## src/rtl/prog_tick_gen_pkg.sv

```systemverilog
// prog_tick_gen_pkg: shared types and default constants for prog_tick_gen.
//   state_e : top-level run/idle state.
//   mode_e  : per-channel output mode (square wave or one-cycle pulse).
//   DEFAULT_* : default parameter values (50 MHz clock -> 1 kHz base tick,
//               16-bit divide values, 1000 base ticks per channel event).
package prog_tick_gen_pkg;

    typedef enum logic {
        IDLE = 1'b0,
        RUN  = 1'b1
    } state_e;

    typedef enum logic {
        MODE_SQUARE = 1'b0,
        MODE_PULSE  = 1'b1
    } mode_e;

    localparam int DEFAULT_PRE_DIV = 50000;
    localparam int DEFAULT_DIV_W   = 16;
    localparam int DEFAULT_DEF_DIV = 1000;

endpackage

```

## src/rtl/prog_tick_gen_tick_channel.sv

```systemverilog
// tick_channel: one programmable output channel of prog_tick_gen.
// Divides the shared base tick by a runtime divide value and drives either a
// square wave (toggle per event) or a one-cycle pulse (the cycle after the event).
//   clk, reset     : system clock, asynchronous active-high reset
//   base_tick_i    : one-cycle base tick from the shared prescaler
//   clear_i        : stop request; clears cnt and output, keeps div/mode
//   cfg_we_i       : write strobe already decoded for this channel
//   cfg_div_i      : new divide value (0 disables the channel)
//   cfg_mode_i     : new mode, 0 = square, 1 = pulse
//   ch_out_o       : channel output (registered)
module tick_channel
    import prog_tick_gen_pkg::*;
#(
    parameter int DIV_W   = DEFAULT_DIV_W,
    parameter int DEF_DIV = DEFAULT_DEF_DIV
) (
    input  logic             clk,
    input  logic             reset,
    input  logic             base_tick_i,
    input  logic             clear_i,
    input  logic             cfg_we_i,
    input  logic [DIV_W-1:0] cfg_div_i,
    input  logic             cfg_mode_i,
    output logic             ch_out_o
);

    localparam logic [DIV_W-1:0] DIV_ONE   = DIV_W'(1);
    localparam logic [DIV_W-1:0] DIV_RESET = DIV_W'(DEF_DIV);

    logic [DIV_W-1:0] div_q, div_d;
    logic [DIV_W-1:0] cnt_q, cnt_d;
    mode_e            mode_q, mode_d;
    logic             out_q, out_d;
    logic             event_hit;

    always_comb begin
        div_d     = div_q;
        mode_d    = mode_q;
        cnt_d     = cnt_q;
        out_d     = out_q;
        event_hit = 1'b0;
        if (cfg_we_i) begin
            // A write takes priority over a coinciding event: the event is dropped.
            div_d  = cfg_div_i;
            mode_d = mode_e'(cfg_mode_i);
            cnt_d  = '0;
            // Only a square->square write to an enabled divide keeps the current level.
            if ((mode_d != mode_q) || (mode_d == MODE_PULSE) || (cfg_div_i == '0)) begin
                out_d = 1'b0;
            end
        end else if (div_q == '0) begin
            cnt_d = '0;
            out_d = 1'b0;
        end else begin
            if (base_tick_i) begin
                if (cnt_q == div_q - DIV_ONE) begin
                    cnt_d     = '0;
                    event_hit = 1'b1;
                end else begin
                    cnt_d = cnt_q + DIV_ONE;
                end
            end
            if (mode_q == MODE_PULSE) begin
                out_d = event_hit;
            end else begin
                out_d = out_q ^ event_hit;
            end
        end
        // Stop realigns every channel; configuration itself survives.
        if (clear_i) begin
            cnt_d = '0;
            out_d = 1'b0;
        end
    end

    always_ff @(posedge clk or posedge reset) begin
        if (reset) begin
            div_q  <= DIV_RESET;
            mode_q <= MODE_SQUARE;
            cnt_q  <= '0;
            out_q  <= 1'b0;
        end else begin
            div_q  <= div_d;
            mode_q <= mode_d;
            cnt_q  <= cnt_d;
            out_q  <= out_d;
        end
    end

    assign ch_out_o = out_q;

endmodule

```

## src/rtl/prog_tick_gen.sv

```systemverilog
// prog_tick_gen: multi-channel programmable timebase generator.
// A shared prescaler produces a base tick every PRE_DIV clocks while running;
// N_CH tick_channel instances divide it by per-channel runtime values.
// Optional macro PROG_TICK_GEN_SYNC_IN_EN: start/stop go through a 2-flop
// synchronizer plus rising-edge detect (level inputs, 3-cycle start latency);
// otherwise they are synchronous single-cycle pulses (1-cycle latency).
//   clk, reset : system clock, asynchronous active-high reset
//   start/stop : IDLE->RUN / RUN->IDLE requests (stop wins when both)
//   cfg_we, cfg_ch, cfg_div, cfg_mode : channel configuration write
//   base_tick  : one-cycle pulse per prescaler wrap
//   ch_out     : per-channel outputs
//   running    : high while in RUN
module prog_tick_gen
    import prog_tick_gen_pkg::*;
#(
    parameter int PRE_DIV = DEFAULT_PRE_DIV,
    parameter int N_CH    = 4,
    parameter int DIV_W   = DEFAULT_DIV_W,
    parameter int DEF_DIV = DEFAULT_DEF_DIV
) (
    input  logic             clk,
    input  logic             reset,
    input  logic             start,
    input  logic             stop,
    input  logic             cfg_we,
    input  logic [2:0]       cfg_ch,
    input  logic [DIV_W-1:0] cfg_div,
    input  logic             cfg_mode,
    output logic             base_tick,
    output logic [N_CH-1:0]  ch_out,
    output logic             running
);

    localparam int              PRE_W   = $clog2(PRE_DIV);
    localparam logic [PRE_W-1:0] PRE_MAX = PRE_W'(PRE_DIV - 1);
    localparam logic [PRE_W-1:0] PRE_ONE = PRE_W'(1);

    logic start_p, stop_p;

`ifdef PROG_TICK_GEN_SYNC_IN_EN
    // Bits [1:0] are the synchronizer flops, bit [2] is the previous synchronized
    // level used for rising-edge detection.
    logic [2:0] start_sync_q, stop_sync_q;

    always_ff @(posedge clk or posedge reset) begin
        if (reset) begin
            start_sync_q <= '0;
            stop_sync_q  <= '0;
        end else begin
            start_sync_q <= {start_sync_q[1:0], start};
            stop_sync_q  <= {stop_sync_q[1:0], stop};
        end
    end

    assign start_p = start_sync_q[1] & ~start_sync_q[2];
    assign stop_p  = stop_sync_q[1] & ~stop_sync_q[2];
`else
    assign start_p = start;
    assign stop_p  = stop;
`endif

    state_e           state_q, state_d;
    logic             stop_acc;
    logic [PRE_W-1:0] pre_q, pre_d;
    logic             base_tick_q, base_tick_d;

    // FSM next state; stop_acc marks an accepted stop (only meaningful in RUN).
    always_comb begin
        state_d  = state_q;
        stop_acc = 1'b0;
        case (state_q)
            IDLE: begin
                if (start_p && !stop_p) begin
                    state_d = RUN;
                end
            end
            RUN: begin
                if (stop_p) begin
                    state_d  = IDLE;
                    stop_acc = 1'b1;
                end
            end
            default: state_d = IDLE;
        endcase
    end

    // Prescaler; base_tick is registered so it appears PRE_DIV cycles after running rises.
    always_comb begin
        pre_d       = pre_q;
        base_tick_d = 1'b0;
        if (stop_acc) begin
            pre_d = '0;
        end else if (state_q == RUN) begin
            if (pre_q == PRE_MAX) begin
                pre_d       = '0;
                base_tick_d = 1'b1;
            end else begin
                pre_d = pre_q + PRE_ONE;
            end
        end
    end

    always_ff @(posedge clk or posedge reset) begin
        if (reset) begin
            state_q     <= IDLE;
            pre_q       <= '0;
            base_tick_q <= 1'b0;
        end else begin
            state_q     <= state_d;
            pre_q       <= pre_d;
            base_tick_q <= base_tick_d;
        end
    end

    assign running   = (state_q == RUN);
    assign base_tick = base_tick_q;

    // Writes to cfg_ch >= N_CH match no instance and are dropped.
    for (genvar i = 0; i < N_CH; i++) begin : g_ch
        tick_channel #(
            .DIV_W  (DIV_W),
            .DEF_DIV(DEF_DIV)
        ) u_ch (
            .clk        (clk),
            .reset      (reset),
            .base_tick_i(base_tick_q),
            .clear_i    (stop_acc),
            .cfg_we_i   (cfg_we && (cfg_ch == 3'(i))),
            .cfg_div_i  (cfg_div),
            .cfg_mode_i (cfg_mode),
            .ch_out_o   (ch_out[i])
        );
    end

endmodule

```

## config.mk

```make
export PLATFORM = sky130hd
export DESIGN_NAME = prog_tick_gen
export DESIGN_NICKNAME = d
export VERILOG_FILES = /design/src/rtl/prog_tick_gen_pkg.sv /design/src/rtl/prog_tick_gen_tick_channel.sv /design/src/rtl/prog_tick_gen.sv
export SDC_FILE = /design/constraint.sdc
export NUM_CORES = 1
export LEC_CHECK = 0
export ABC_AREA = 1
export CORE_UTILIZATION = 30
export DETAILED_ROUTE_END_ITERATION = 8
export PLACE_DENSITY = 0.56
export SETUP_SLACK_MARGIN = 0.1
export SLEW_MARGIN = 20
export SYNTH_ARGS = -nofsm -noshare
export SYNTH_HDL_FRONTEND = slang
export SYNTH_SLANG_ARGS = --single-unit
export TNS_END_PERCENT = 30
```

## constraint.sdc

```tcl
create_clock -name clk -period 4.1 [get_ports clk]
set_input_delay 0.41 -clock clk [delete_from_list [all_inputs] [get_ports clk]]
set_output_delay 0.41 -clock clk [all_outputs]
set_load 0.02 [all_outputs]
```

# Word level (Yosys, flattened, before mapping)
# Index checks and enable logic that the tools add are counted.
[op_classes]
addsub = 9
n_eq_ne = 16
mux = 67
bitwise_logic = 5
reduce_logical = 25
[ops]
columns = ["op", "count"]
rows = [
  ["$mux W16", 23],
  ["$add A16 B1 Y16 const B", 5],
  ["$logic_not A16 Y1", 5],
  ["$eq A16 B16 Y1", 4],
  ["$sub A16 B1 Y16 const B", 4],
  ["$mux W1", 43],
  ["$eq A16 B16 Y1 const B", 1],
  ["$reduce_bool A4 Y1", 4],
  ["$ne A3 B3 Y1 const B", 3],
  ["$logic_or A1 B1 Y1", 8],
  ["$eq A3 B2 Y1 const B", 2],
  ["$logic_and A1 B1 Y1", 5],
  ["$ne A1 B1 Y1", 4],
  ["$xor A1 B1 Y1", 4],
  ["$eq A3 B1 Y1 const B", 1],
  ["$logic_not A3 Y1", 1],
  ["$ne A3 B2 Y1 const B", 1],
  ["$pmux W1 S2", 1],
  ["$reduce_bool A2 Y1", 1],
  ["$logic_not A1 Y1", 1],
  ["$not A1 Y1", 1],
]
[totals]
reg_bits = 154
input_bits = 25
out_inout_bits = 6
word_cells = 141

# Depth between registers and ports, before layout
# Gate-level depths: netlist of run 1.
[depth]
ltp_word = 11
mapped_depth = 17
ltp_nobuf = 17

# Hierarchy
# From an unflattened synthesis of run 1, not the netlist that was laid out.
[hier_totals]
hier_cells = 1577
area_unflattened_um2 = 11011.8
[by_module_without_submodules]
columns = ["mod", "instances", "cells_per_inst", "area_each_um2", "seq_area_each_um2"]
rows = [
  ["tick_channel (g_ch[0].u_ch ...)", 2, 383, 2534.9, 858.3],
  ["tick_channel (g_ch[2].u_ch ...)", 2, 332, 2399.8, 858.3],
  ["prog_tick_gen", 1, 147, 1142.3, 450.4],
]

# Least setup slack after synthesis of run 1
# No wires, ideal clock.
[synth_path]
path_kind = "reg-to-reg"
from = "register g_ch[2].u_ch.div_q[0]"
to = "register g_ch[2].u_ch.cnt_q[1]"
setup_ps = 116
arrival_time_ps = 1846
required_ps = 3984
slack_ps = 2137
path_stages_with_launch = 15
n_path_buf = 0
period_less_slack_ps = 1963
cell_sequence = "dfrtp_1 > inv_1 > ha_1 > nand3_4 > nor2_2 > xor2_1 > nand2_1 > nor2_1 > nand2_1 > nor2_2 > nand2_4 > nand3_4 > inv_2 > nand2_1 > nand2_1"
[synth_via]
elab_chain_cells = 7
elab_cells_between_ends = 9
classes_between = "add/sub: 1; eq/ne: 1; mux: 5; reduce/logical: 2"
[synth_rtl]
columns = ["item", "line_no", "rtl"]
rows = [
  ["start, declared", "prog_tick_gen_tick_channel.sv:30", "logic [DIV_W-1:0] div_q, div_d;"],
  ["start signal, assigned", "prog_tick_gen_tick_channel.sv:83", "div_q <= div_d;"],
  ["$sub A16 B1 Y16", "prog_tick_gen_tick_channel.sv:56", "if (cnt_q == div_q - DIV_ONE) begin"],
  ["$eq A16 B16 Y1", "prog_tick_gen_tick_channel.sv:56", ""],
  ["$mux W16", "prog_tick_gen_tick_channel.sv:56", ""],
  ["$mux W16", "prog_tick_gen_tick_channel.sv:55", "if (base_tick_i) begin"],
  ["$mux W16", "prog_tick_gen_tick_channel.sv:51", "end else if (div_q == '0) begin"],
  ["$mux W16", "prog_tick_gen_tick_channel.sv:42", "if (cfg_we_i) begin"],
  ["$mux W16", "prog_tick_gen_tick_channel.sv:70", "if (clear_i) begin"],
  ["end signal, assigned", "prog_tick_gen_tick_channel.sv:85", "cnt_q <= cnt_d;"],
  ["end, declared", "prog_tick_gen_tick_channel.sv:31", "logic [DIV_W-1:0] cnt_q, cnt_d;"],
]
# Several ways; a longest one is shown, not always the timed one. The select of a mux whose other input is x is not followed.
# A chain may end at the register's enable or synchronous reset.

# Worst setup path in the final report of run 1
[layout_path]
from = "register state_q, in the netlist running"
to = "register g_ch[0].u_ch.cnt_q[14]"
[layout_via]
elab_chain_cells = 2
elab_cells_between_ends = 3
classes_between = "mux: 2; reduce/logical: 1"
[layout_rtl]
columns = ["item", "line_no", "rtl"]
rows = [
  ["start, declared", "prog_tick_gen.sv:62", "state_e state_q, state_d;"],
  ["start signal, assigned", "prog_tick_gen.sv:109", "state_q <= state_d;"],
  ["$mux W1 *", "prog_tick_gen.sv:71", "case (state_q)"],
  ["$reduce_bool A4 Y1 (no line) / $mux W16 (equally long branches)", "-", ""],
  ["end signal, assigned", "prog_tick_gen_tick_channel.sv:85", ""],
  ["end, declared", "prog_tick_gen_tick_channel.sv:31", ""],
]
# Every way passes the cells marked *; elsewhere a longest branch is shown, timed or not.

==> results of run 1 <==
## per-layer routing
metal	global-route usage, %	vias up	share of wire, %
met5	0	-	0
met4	5.06	0	1.9
met3	2.58	36	3.4
met2	26.6	157	47
met1	21.7	4418	48
li1	-	4817	-
## worst max-delay path by stage
stage / from / to / slack, ns / cells past startpoint
floorplan: reset / base_tick / 1.76 / 1
global placement: stop / g_ch[0].u_ch.cnt_q[14] / 1.36 / 8
detailed placement: stop / g_ch[0].u_ch.cnt_q[14] / 1.33 / 8
CTS: g_ch[0].u_ch.div_q[0] / g_ch[0].u_ch.cnt_q[14] / 1.59 / 11
global route: g_ch[0].u_ch.div_q[0] / g_ch[0].u_ch.cnt_q[14] / 1.29 / 11
finish: running / g_ch[0].u_ch.cnt_q[14] / 1.59 / 7
## worst max-delay path: cells and delay by family (launching register included)
kind	cells	cell delay [ns]
flip-flops	1	0.60
AND/OR/NAND/NOR	6	1.64
XOR/XNOR	1	0.15
## layout make-up
type / count / share of cell area, %
clock inverter: 9 / 0.757
multi-input combinational: 1111 / 48.7
tap: 455 / 4.78
timing repair buffer: 39 / 3.19
clock buffer: 23 / 3.93
sequential: 154 / 32.6
inverter: 191 / 6.05
## per-stage QoR
| stage | hold WS (ns) | area [um^2] | cells | util (%) | power (uW) |
|---|---|---|---|---|---|
| 6_report | 0.464 | 11900 | 1982 | 34.4 | 4650 |
| 5_1_grt | 0.524 | 11900 | 1982 | 34.4 | 4970 |
| 4_1_cts | 0.467 | 11900 | 1982 | 34.4 | 4710 |
| 3_5_place_dp | 0.482 | 11300 | 1950 | 32.8 | 3150 |
| 3_3_place_gp | 0.473 | 11300 | 1950 | 32.8 | 3130 |
| 2_1_floorplan | 0.453 | 10600 | 1491 | - | 2830 |
## registers in the layout (all words and copies together) (netlist names)
signal              count
pre_q                  16
g_ch.u_ch.ch_out_o      4
base_tick               1
g_ch.u_ch.mode_q        4
g_ch.u_ch.div_q        64
running                 1
g_ch.u_ch.cnt_q        64
## cells in the mapped netlist (2+ instances only)
| master | number | area (um^2) |
|---|---|---|
| nand2_2 | 6 | 37.5 |
| buf_4 | 5 | 37.5 |
| o21bai_1 | 2 | 15.0 |
| a32o_1 | 2 | 20.0 |
| inv_1 | 180 | 676 |
| nand3_1 | 95 | 475 |
| o22ai_2 | 10 | 125 |
| nand3b_1 | 12 | 90.1 |
| nor2_1 | 156 | 586 |
| nor2_2 | 24 | 150 |
| o22ai_1 | 7 | 43.8 |
| dfrtp_1 | 130 | 3250 |
| xor2_1 | 74 | 648 |
| nand3_4 | 2 | 35.0 |
| mux2i_1 | 2 | 20.0 |
| ha_1 | 9 | 113 |
| o21ai_1 | 20 | 100 |
| nor3_2 | 9 | 90.1 |
| inv_2 | 9 | 33.8 |
| nand2_1 | 413 | 1550 |
| o21ai_0 | 105 | 526 |
| nand3_2 | 10 | 100 |
| clkinv_1 | 2 | 7.51 |
| a21oi_1 | 21 | 105 |
| clkbuf_1 | 21 | 78.8 |
| xnor2_1 | 37 | 324 |
| or2_2 | 7 | 43.8 |
| nand4_1 | 33 | 206 |
| nor3_1 | 21 | 105 |
| nor2_4 | 7 | 78.8 |
| a31oi_1 | 3 | 18.8 |
| nor4_1 | 11 | 68.8 |
| buf_2 | 7 | 35.0 |
| dfstp_2 | 24 | 631 |
## placed cells by master, fill, tap and decap left out, types with 12 or more instances in the layout
cell type / n
a21oi_1: 21
o21ai_0: 105
nor2_1: 156
nand2_1: 413
xor2_1: 74
o21ai_1: 20
dfstp_2: 24
clkbuf_16: 17
nor3_1: 21
clkdlybuf4s50_1: 30
nor2_2: 24
nand3b_1: 12
inv_1: 179
dfrtp_1: 130
nand4_1: 33
nand3_1: 95
xnor2_1: 37
## power by group through the flow
stage | clock network [uW] | registers (uW) | logic, uW
2_1_floorplan | 0 | 1850 | 978
3_3_place_gp | 0 | 1920 | 1210
3_5_place_dp | 0 | 1920 | 1230
4_1_cts | 1580 | 1890 | 1240
5_1_grt | 1630 | 1920 | 1420
6_report | 1530 | 1890 | 1230
## cell families after synthesis
kind of cell / after synthesis / share of synthesized area (%)
simple gates: 813 / 34.9
buf+inv: 226 / 8.37
compound gates: 176 / 9.50
flops: 154 / 36.8
xor+xnor: 111 / 9.20
fa+ha+maj: 9 / 1.07
mux: 2 / 0.190
==> results_dict.tcl, run 1 <==
set metrics [dict create \
    critPathKind "reg2reg" \
    p_sw_share_pct 35.1 \
    regToRegSetupSlack_ns 1.59 \
    cap_viol_max_count 0 \
    grt_pass1_wl_um 46500 \
    cts_sinks 154 \
    mappedNetlistArea_um2 10600 \
    postCtsSetupRepairBufs 0 \
    finalWirelength_um 27900 \
    start_kind "flop" \
    clkPwrFrac_pct 32.8 \
    syn_area_per_cell_um2 7.08 \
    ys_seq_area_share_pct 36.8 \
    fmax_mhz 398 \
    setup_slack_ns 1.59 \
    worstReg2RegEnd "g_ch[0].u_ch.cnt_q[14]" \
    pwr-share-comb_pct 26.5 \
    worstPathMaxFanout 13 \
    finalHoldViolations 0 \
    drc_errors 0 \
    tightest_slew_ns 0.870 \
    ctsHoldBuffers 0 \
    place_congestion 0.868 \
    synth_edf_count 0 \
    finalCriticalPeriod_ns 2.51 \
    viasPerCell 4.76 \
    io_pins 31 \
    critical_path_arrival_ns 2.82 \
    r2r_start "running" \
    critPathRequiredTime_ns 4.41 \
    ys_warn_count 0 \
    p_int_uw 3020 \
    ys_ff_latch 154 \
    rows 68 \
    max-vdd-ir-drop_mv 0.308 \
    clk_pin_slew_ns 0.06 \
    status "complete, no violations" \
    reg2reg_depth 7 \
    syn_nets 1525 \
    drive_gt1_share_pct 9.82 \
    cts.path.max_buffers 2 \
    rsz0062_at_grt "no" \
    grtUsageTotal_pct 16.2 \
    setup_viol 0 \
    syn_inst 1491 \
    antenna_left 0 \
    ys_types 49 \
    critPathSlowestCell "nand4_1" \
    tritoncts "done" \
    synthFlopType "dfrtp_1" \
    first_global_vias 9175 \
    antenna_found_initial 0 \
    finalCritPeriodShare_pct 61.3 \
    drt_iter0_markers 491 \
    post_cts_resized 0 \
    grt-ovfl-total 0 \
    end_kind "flop" \
    die_w_um 190 \
    syn_to_final_growth_pct 12.7 \
    drt_first_pass_iters 5 \
    routedWlPerCell_um 14.1 \
    final_max_slew_viol_count 0 \
    fin_nets 1548 \
    p_leak_uw 0.00535 \
    power.share.sequential_pct 40.7 \
    hpwl_um 21200 \
    core_um2 34600 \
    htree_num_levels 4 \
    async_flop_share_pct 100 \
    place_ws_ns 1.33 \
    clock_skew_ns 0.00988 \
    io_buffers 30 \
    clkLatencyLatePin_ns 0.43 \
    die_area_um2 36000 \
    num_antenna_cells 0 \
    cts_buffers 17 \
    grt_max_degree 63 \
    power.density_nw_per_um2 391 \
    die_h_um 190 \
    net-switching-power_uw 1630 \
    seqCellArea_um2 3880 \
    cts_root_buffer "clkbuf_16" \
    max_stage_delay_ns 0.78 \
    tns_ns 0 \
    fill_cells 3695 \
    relSlewSlack_pct 41.9 \
    initial_core_util_pct 30.5 \
    multi_input_area_um2 5790 \
    path_cells "nand2_1, nand4_1, nand2_1, nor2_1, nand3_1, xor2_1, nor2_1" \
    vias 9428 \
    min_path_type "in2async" \
]
(Power assumes the default switching activity.)
==> run 2: changes to the inputs <==
clock period = 2.3 ns   (was 4.1 ns; I/O delays follow)
==> results_dict.tcl, run 2 (synthesis gave the netlist of run 1 again) <==
set metrics [dict create \
    rsz0062_at_grt "yes" \
    rows 68 \
    pwr-share-comb_pct 27.4 \
    clkLatencyLatePin_ns 0.44 \
    power.density_nw_per_um2 705 \
    fill_cells 3606 \
    net-switching-power_uw 3090 \
    hpwl_um 21700 \
    cts_buffers 17 \
    final_cells 2015 \
    reg2reg_depth 11 \
    drt_iter0_markers 659 \
    drt_first_pass_iters 5 \
    die_area_um2 36000 \
    grtUsageTotal_pct 16.4 \
    io_pins 31 \
    initial_core_util_pct 30.5 \
    cts_sinks 154 \
    setup_viol 0 \
    grt_pass1_wl_um 47400 \
    tns_ns 0 \
    layout_common_cells "nand2_1 (408), inv_1 (176), nor2_1 (148), dfrtp_1 (130), o21ai_0 (105)" \
    cts_root_buffer "clkbuf_16" \
    status "complete, no violations" \
    critical_path_arrival_ns 2.38 \
    clkPwrFrac_pct 34.2 \
    core_um2 34600 \
    vias 9559 \
    place_ws_ns 0.0478 \
    setup_slack_ns 0.221 \
    antenna_found_initial 1 \
    max-vdd-ir-drop_mv 0.564 \
    power.share.sequential_pct 38.4 \
    finalHoldViolations 0 \
    top_layer "met4" \
    final_max_slew_viol_count 0 \
    clock_skew_ns 0.00887 \
    syn_to_final_growth_pct 17.6 \
    drc_errors 0 \
    critPathKind "reg2reg" \
    p_leak_uw 0.00558 \
    min_path_type "in2async" \
    tritoncts "done" \
    place_congestion 0.886 \
    met3_length_um 1000 \
    fin_util_pct 35.9 \
    end_kind "flop" \
    grt-ovfl-total 0 \
    top_regs "g_ch.u_ch.cnt_q: 64 flops, g_ch.u_ch.div_q: 64 flops, pre_q: 16 flops" \
    finalCriticalPeriod_ns 2.08 \
    cts.path.max_buffers 2 \
    whs_ns 0.162 \
    io_buffers 30 \
    relSlewSlack_pct 59.4 \
    htree_num_levels 4 \
    finalWirelength_um 28500 \
    wl_met2_um 13700 \
    antenna_left 0 \
    grt_max_degree 53 \
    viasPerCell 4.74 \
    drt-met1-wl_um 13600 \
    routedWlPerCell_um 14.2 \
    p_sw_share_pct 35.3 \
    place_inst 1975 \
    first_global_vias 9338 \
    fin_nets 1580 \
    drive_gt1_share_pct 13.6 \
    worstPathMaxFanout 7 \
    cap_viol_max_count 0 \
    p_int_uw 5660 \
    clk_pin_slew_ns 0.07 \
    start_kind "flop" \
    fmax_mhz 481 \
    finalCritPeriodShare_pct 90.4 \
    final_common_cell "nand2_1" \
    die_w_um 190 \
    tightest_slew_ns 0.609 \
    critPathRequiredTime_ns 2.60 \
    die_h_um 190 \
]
-- run 2: cell types whose count changed in the layout (fill, tap and decap cells not counted), sizes merged --
cell and change:
nand3 +1, diode +1, clkinvlp +1, bufinv +2
clkbuf -6, buf +31, clkinv +1, inv +2
-- run 2: through the flow --
step	total power, uW	instance area (um^2)
4_1_cts	8710	12200
3_3_place_gp	5630	11600
6_report	8760	12400
5_1_grt	9330	12400
2_1_floorplan	5050	10600
3_5_place_dp	5660	11600
-- run 2: worst max-delay path: stages (launching register included) --
cell      delay (ns)
dfrtp_1         0.39
inv_1           0.10
ha_2            0.22
nand2_2         0.09
nor2_4          0.20
nand2_2         0.10
xor2_2          0.17
nand3b_1        0.11
nor3_2          0.20
nand3_2         0.18
nand2_1         0.10
o21ai_0         0.10
-- run 2: area by class of cell --
| cell class | instances | area [um^2] | share of cell area [%] |
|---|---|---|---|
| Multi-Input combinational cell | 1112 | 5970 | 48.0 |
| Timing Repair Buffer | 70 | 663 | 5.34 |
| Clock inverter | 15 | 190 | 1.53 |
| Clock buffer | 17 | 425 | 3.42 |
| Tap cell | 455 | 569 | 4.58 |
| Inverter | 191 | 721 | 5.80 |
| Antenna cell | 1 | 2.50 | 0.0201 |
| Sequential cell | 154 | 3880 | 31.3 |
-- run 2: power groups by stage --
stage	logic, uW	clock network (uW)	registers, uW
6_report	2400	3000	3360
5_1_grt	2750	3170	3410
4_1_cts	2280	3060	3360
3_5_place_dp	2260	0	3410
3_3_place_gp	2220	0	3400
2_1_floorplan	1740	0	3310
-- run 2: metal layers --
layer,track usage [%],vias to the layer above
li1,-,4874
met1,21.9,4488
met2,27.5,173
met3,2.67,24
met4,4.16,0
met5,0,-
-- run 2: worst paths after layout --
| kind | startpoint | end | slack [ns] |
|---|---|---|---|
| max | g_ch[3].u_ch.div_q[0] | g_ch[3].u_ch.cnt_q[7] | 0.22 |
| min | reset | g_ch[2].u_ch.div_q[12] | 0.16 |
| max reg2reg | g_ch[3].u_ch.div_q[0] | g_ch[3].u_ch.cnt_q[7] | 0.22 |
| min reg2reg | g_ch[1].u_ch.div_q[1] | g_ch[1].u_ch.div_q[1] | 0.50 |
| max in group asynchronous | reset | g_ch[0].u_ch.div_q[3] | 1.47 |
| min in group clk | start | running | 0.36 |
-- run 2: what timing repair did --
item                                    4_1_cts  5_1_grt
pin swaps                                     1       11
gates resized for setup                       2       37
buffers inserted                              0        6
hold buffers                                  0        0
endpoints found under the setup margin       14       65
hold endpoints to repair                      0        0
gates cloned                                  0        1
==> run 3: changes to the inputs <==
SYNTH_HIERARCHICAL = 1   (was default)
==> results_dict.tcl, run 3 <==
set metrics [dict create \
    fill_cells 3777 \
    clock_skew_ns 0.0164 \
    setup_viol 0 \
    syn_to_final_growth_pct 15.8 \
    relSlewSlack_pct 53.1 \
    initial_core_util_pct 30.7 \
    status "complete, no violations" \
    die_h_um 194 \
    hold-path-cell-count 2 \
    tightest_slew_ns 0.702 \
    ys_ff_latch 154 \
    crit_family "flip-flops" \
    synthFlopType "dfrtp_1" \
    antenna_left 0 \
    top_regs "g_ch.u_ch/cnt_q: 64 flops, g_ch.u_ch/div_q: 64 flops, pre_q: 16 flops" \
    synth_common_cells "nand2_1 (512), inv_1 (183), nor2_1 (153)" \
    p_total_uw 8400 \
    p_sw_share_pct 37.1 \
    net-switching-power_uw 3120 \
    max-vdd-ir-drop_mv 0.582 \
    finalWirelength_um 29200 \
    finalCritPeriodShare_pct 91.0 \
    io_buffers 30 \
    vias 10000 \
    viasPerCell 4.75 \
    reg2reg_depth 14 \
    drt_iter0_markers 582 \
    power.density_nw_per_um2 658 \
    die_w_um 194 \
    critical_path_arrival_ns 1.86 \
    antenna_found_initial 0 \
    rows 69 \
    drive_gt1_share_pct 15.7 \
    final_max_slew_viol_count 0 \
    fin_nets 1672 \
    finalHoldViolations 0 \
    clkPwrFrac_pct 33.4 \
    layout_common_cells "nand2_1 (511), inv_1 (175), nor2_1 (147), dfrtp_1 (128), nand3_1 (123)" \
    mappedNetlistArea_um2 11000 \
    critPathSlowestCell "dfrtp_1" \
    cap_viol_max_count 0 \
    critPathRequiredTime_ns 2.07 \
    cts_buffers 17 \
    hpwl_um 22100 \
    grtUsageTotal_pct 16.2 \
    ys_warn_count 6 \
    synth_edf_count 0 \
    path_cells "clkdlybuf4s50_1" \
    worstPathMaxFanout 10 \
    grt_pass1_wl_um 49400 \
    cts_sinks 154 \
    finalCriticalPeriod_ns 2.09 \
    end_kind "output pin" \
    synthTopCellsByArea "dfrtp_1 (30%), nand2_1 (17%), inv_1 (6.2%)" \
    cts_root_buffer "clkbuf_16" \
    die_area_um2 37500 \
    power.share.sequential_pct 40.2 \
    syn_nets 1611 \
    pwr-share-comb_pct 26.4 \
    first_global_vias 9793 \
    p_int_uw 5280 \
    num_antenna_cells 0 \
    clkLatencyLatePin_ns 0.44 \
    rsz0062_at_grt "yes" \
    grt_max_degree 35 \
    ys_seq_area_share_pct 35.3 \
    tns_ns 0 \
    dpl_cell_area_um2 12000 \
    path_depth 1 \
    drc_errors 0 \
    drt_first_pass_iters 5 \
    place_congestion 0.863 \
    final_common_cell "nand2_1" \
    fin_area_um2 12800 \
    fmax_mhz 478 \
    synth_top_area_share_pct 29.5 \
    async_flop_share_pct 100 \
    synth.most_common_cell "nand2_1" \
    routedWlPerCell_um 13.8 \
    tritoncts "done" \
    core_um2 35800 \
    htree_num_levels 4 \
    ctsHoldBuffers 0 \
    min_path_type "in2reg" \
    path_buf_inv 1 \
    syn_inst 1577 \
    p_leak_uw 0.00569 \
    io_pins 31 \
    ys_types 45 \
    clk_pin_slew_ns 0.07 \
    cts.path.max_buffers 2 \
    syn_area_per_cell_um2 6.98 \
    max_stage_delay_ns 0.72 \
    grt-ovfl-total 0 \
    start_kind "flop" \
    critPathKind "reg2out" \
    synth_top_area_cell "dfrtp_1" \
]
## run 3: changes by cell type after synthesis, sizes merged, moves of 6 or more
cell,before,now
or2,8,2
nor3,30,16
o21ai,126,114
xnor2,37,25
o22ai,17,29
nor4,11,18
xor2,74,28
nand2,420,541
nor2,188,203
clkbuf,22,12
nand3,107,142
## run 3: what timing repair did
item                                   in CTS  in global routing
pin swaps                                   0                 23
setup endpoints to repair                  14                 63
cloned                                      0                  2
endpoints found under the hold margin       0                  0
resized for setup                           2                 41
buffers inserted                            0                  7
## run 3: cells by family after synthesis
logic type | after synthesis | synth area share, %
xor+xnor | 53 | 4.35
flops | 154 | 35.3
compound gates | 172 | 9.90
simple gates | 972 | 41.4
fa+ha+maj | 9 | 1.02
buf+inv | 217 | 8.01
## run 3: layout make-up
class / instances / area [um^2] / share of cell area, %
clock buffer: 18 / 429 / 3.37
clock inverter: 14 / 143 / 1.12
inverter: 194 / 728 / 5.71
multi-input combinational: 1208 / 6410 / 50.3
sequential: 154 / 3890 / 30.5
tap: 461 / 577 / 4.52
timing repair buffer: 63 / 577 / 4.52
## run 3: per-layer routing
| layer | share of wire, % | vias up | global-route usage [%] | wire, um |
|---|---|---|---|---|
| met3 | 3.3 | 29 | 2.53 | 972 |
| met5 | 0 | - | 0 | 0 |
| met1 | 47 | 4673 | 21.1 | 13700 |
| met4 | 1.7 | 0 | 4.77 | 487 |
| li1 | - | 5189 | - | - |
| met2 | 48 | 147 | 27.5 | 14000 |
## run 3: final timing paths
path / start / end / slack (ns)
min: start / running / 0.38
max reg2reg: g_ch[0].u_ch/div_q[1] / g_ch[0].u_ch/cnt_q[14] / 0.23
max in group asynchronous: reset / base_tick / 1.38
min reg2reg: g_ch[3].u_ch/div_q[5] / g_ch[3].u_ch/div_q[5] / 0.50
max: base_tick / base_tick / 0.21
min in group asynchronous: reset / g_ch[0].u_ch/div_q[4] / 0.44
## run 3: through the flow
stage / setup slack (ns) / utilization [%] / hold WS, ns / instances
floorplan: 0.317 / - / 0.169 / 1577
global placement: 0.0794 / 33.4 / 0.483 / 2071
detailed placement: 0.0518 / 33.4 / 0.492 / 2071
CTS: 0.106 / 35.0 / 0.374 / 2103
global route: 0.0662 / 35.6 / 0.388 / 2112
finish: 0.207 / 35.6 / 0.383 / 2112
## run 3: power groups by stage
stage	logic (uW)	clock network (uW)	registers [uW]
5_1_grt	2550	3010	3420
3_3_place_gp	2070	0	3410
6_report	2220	2810	3370
4_1_cts	2130	2890	3360
2_1_floorplan	1620	0	3320
3_5_place_dp	2120	0	3410
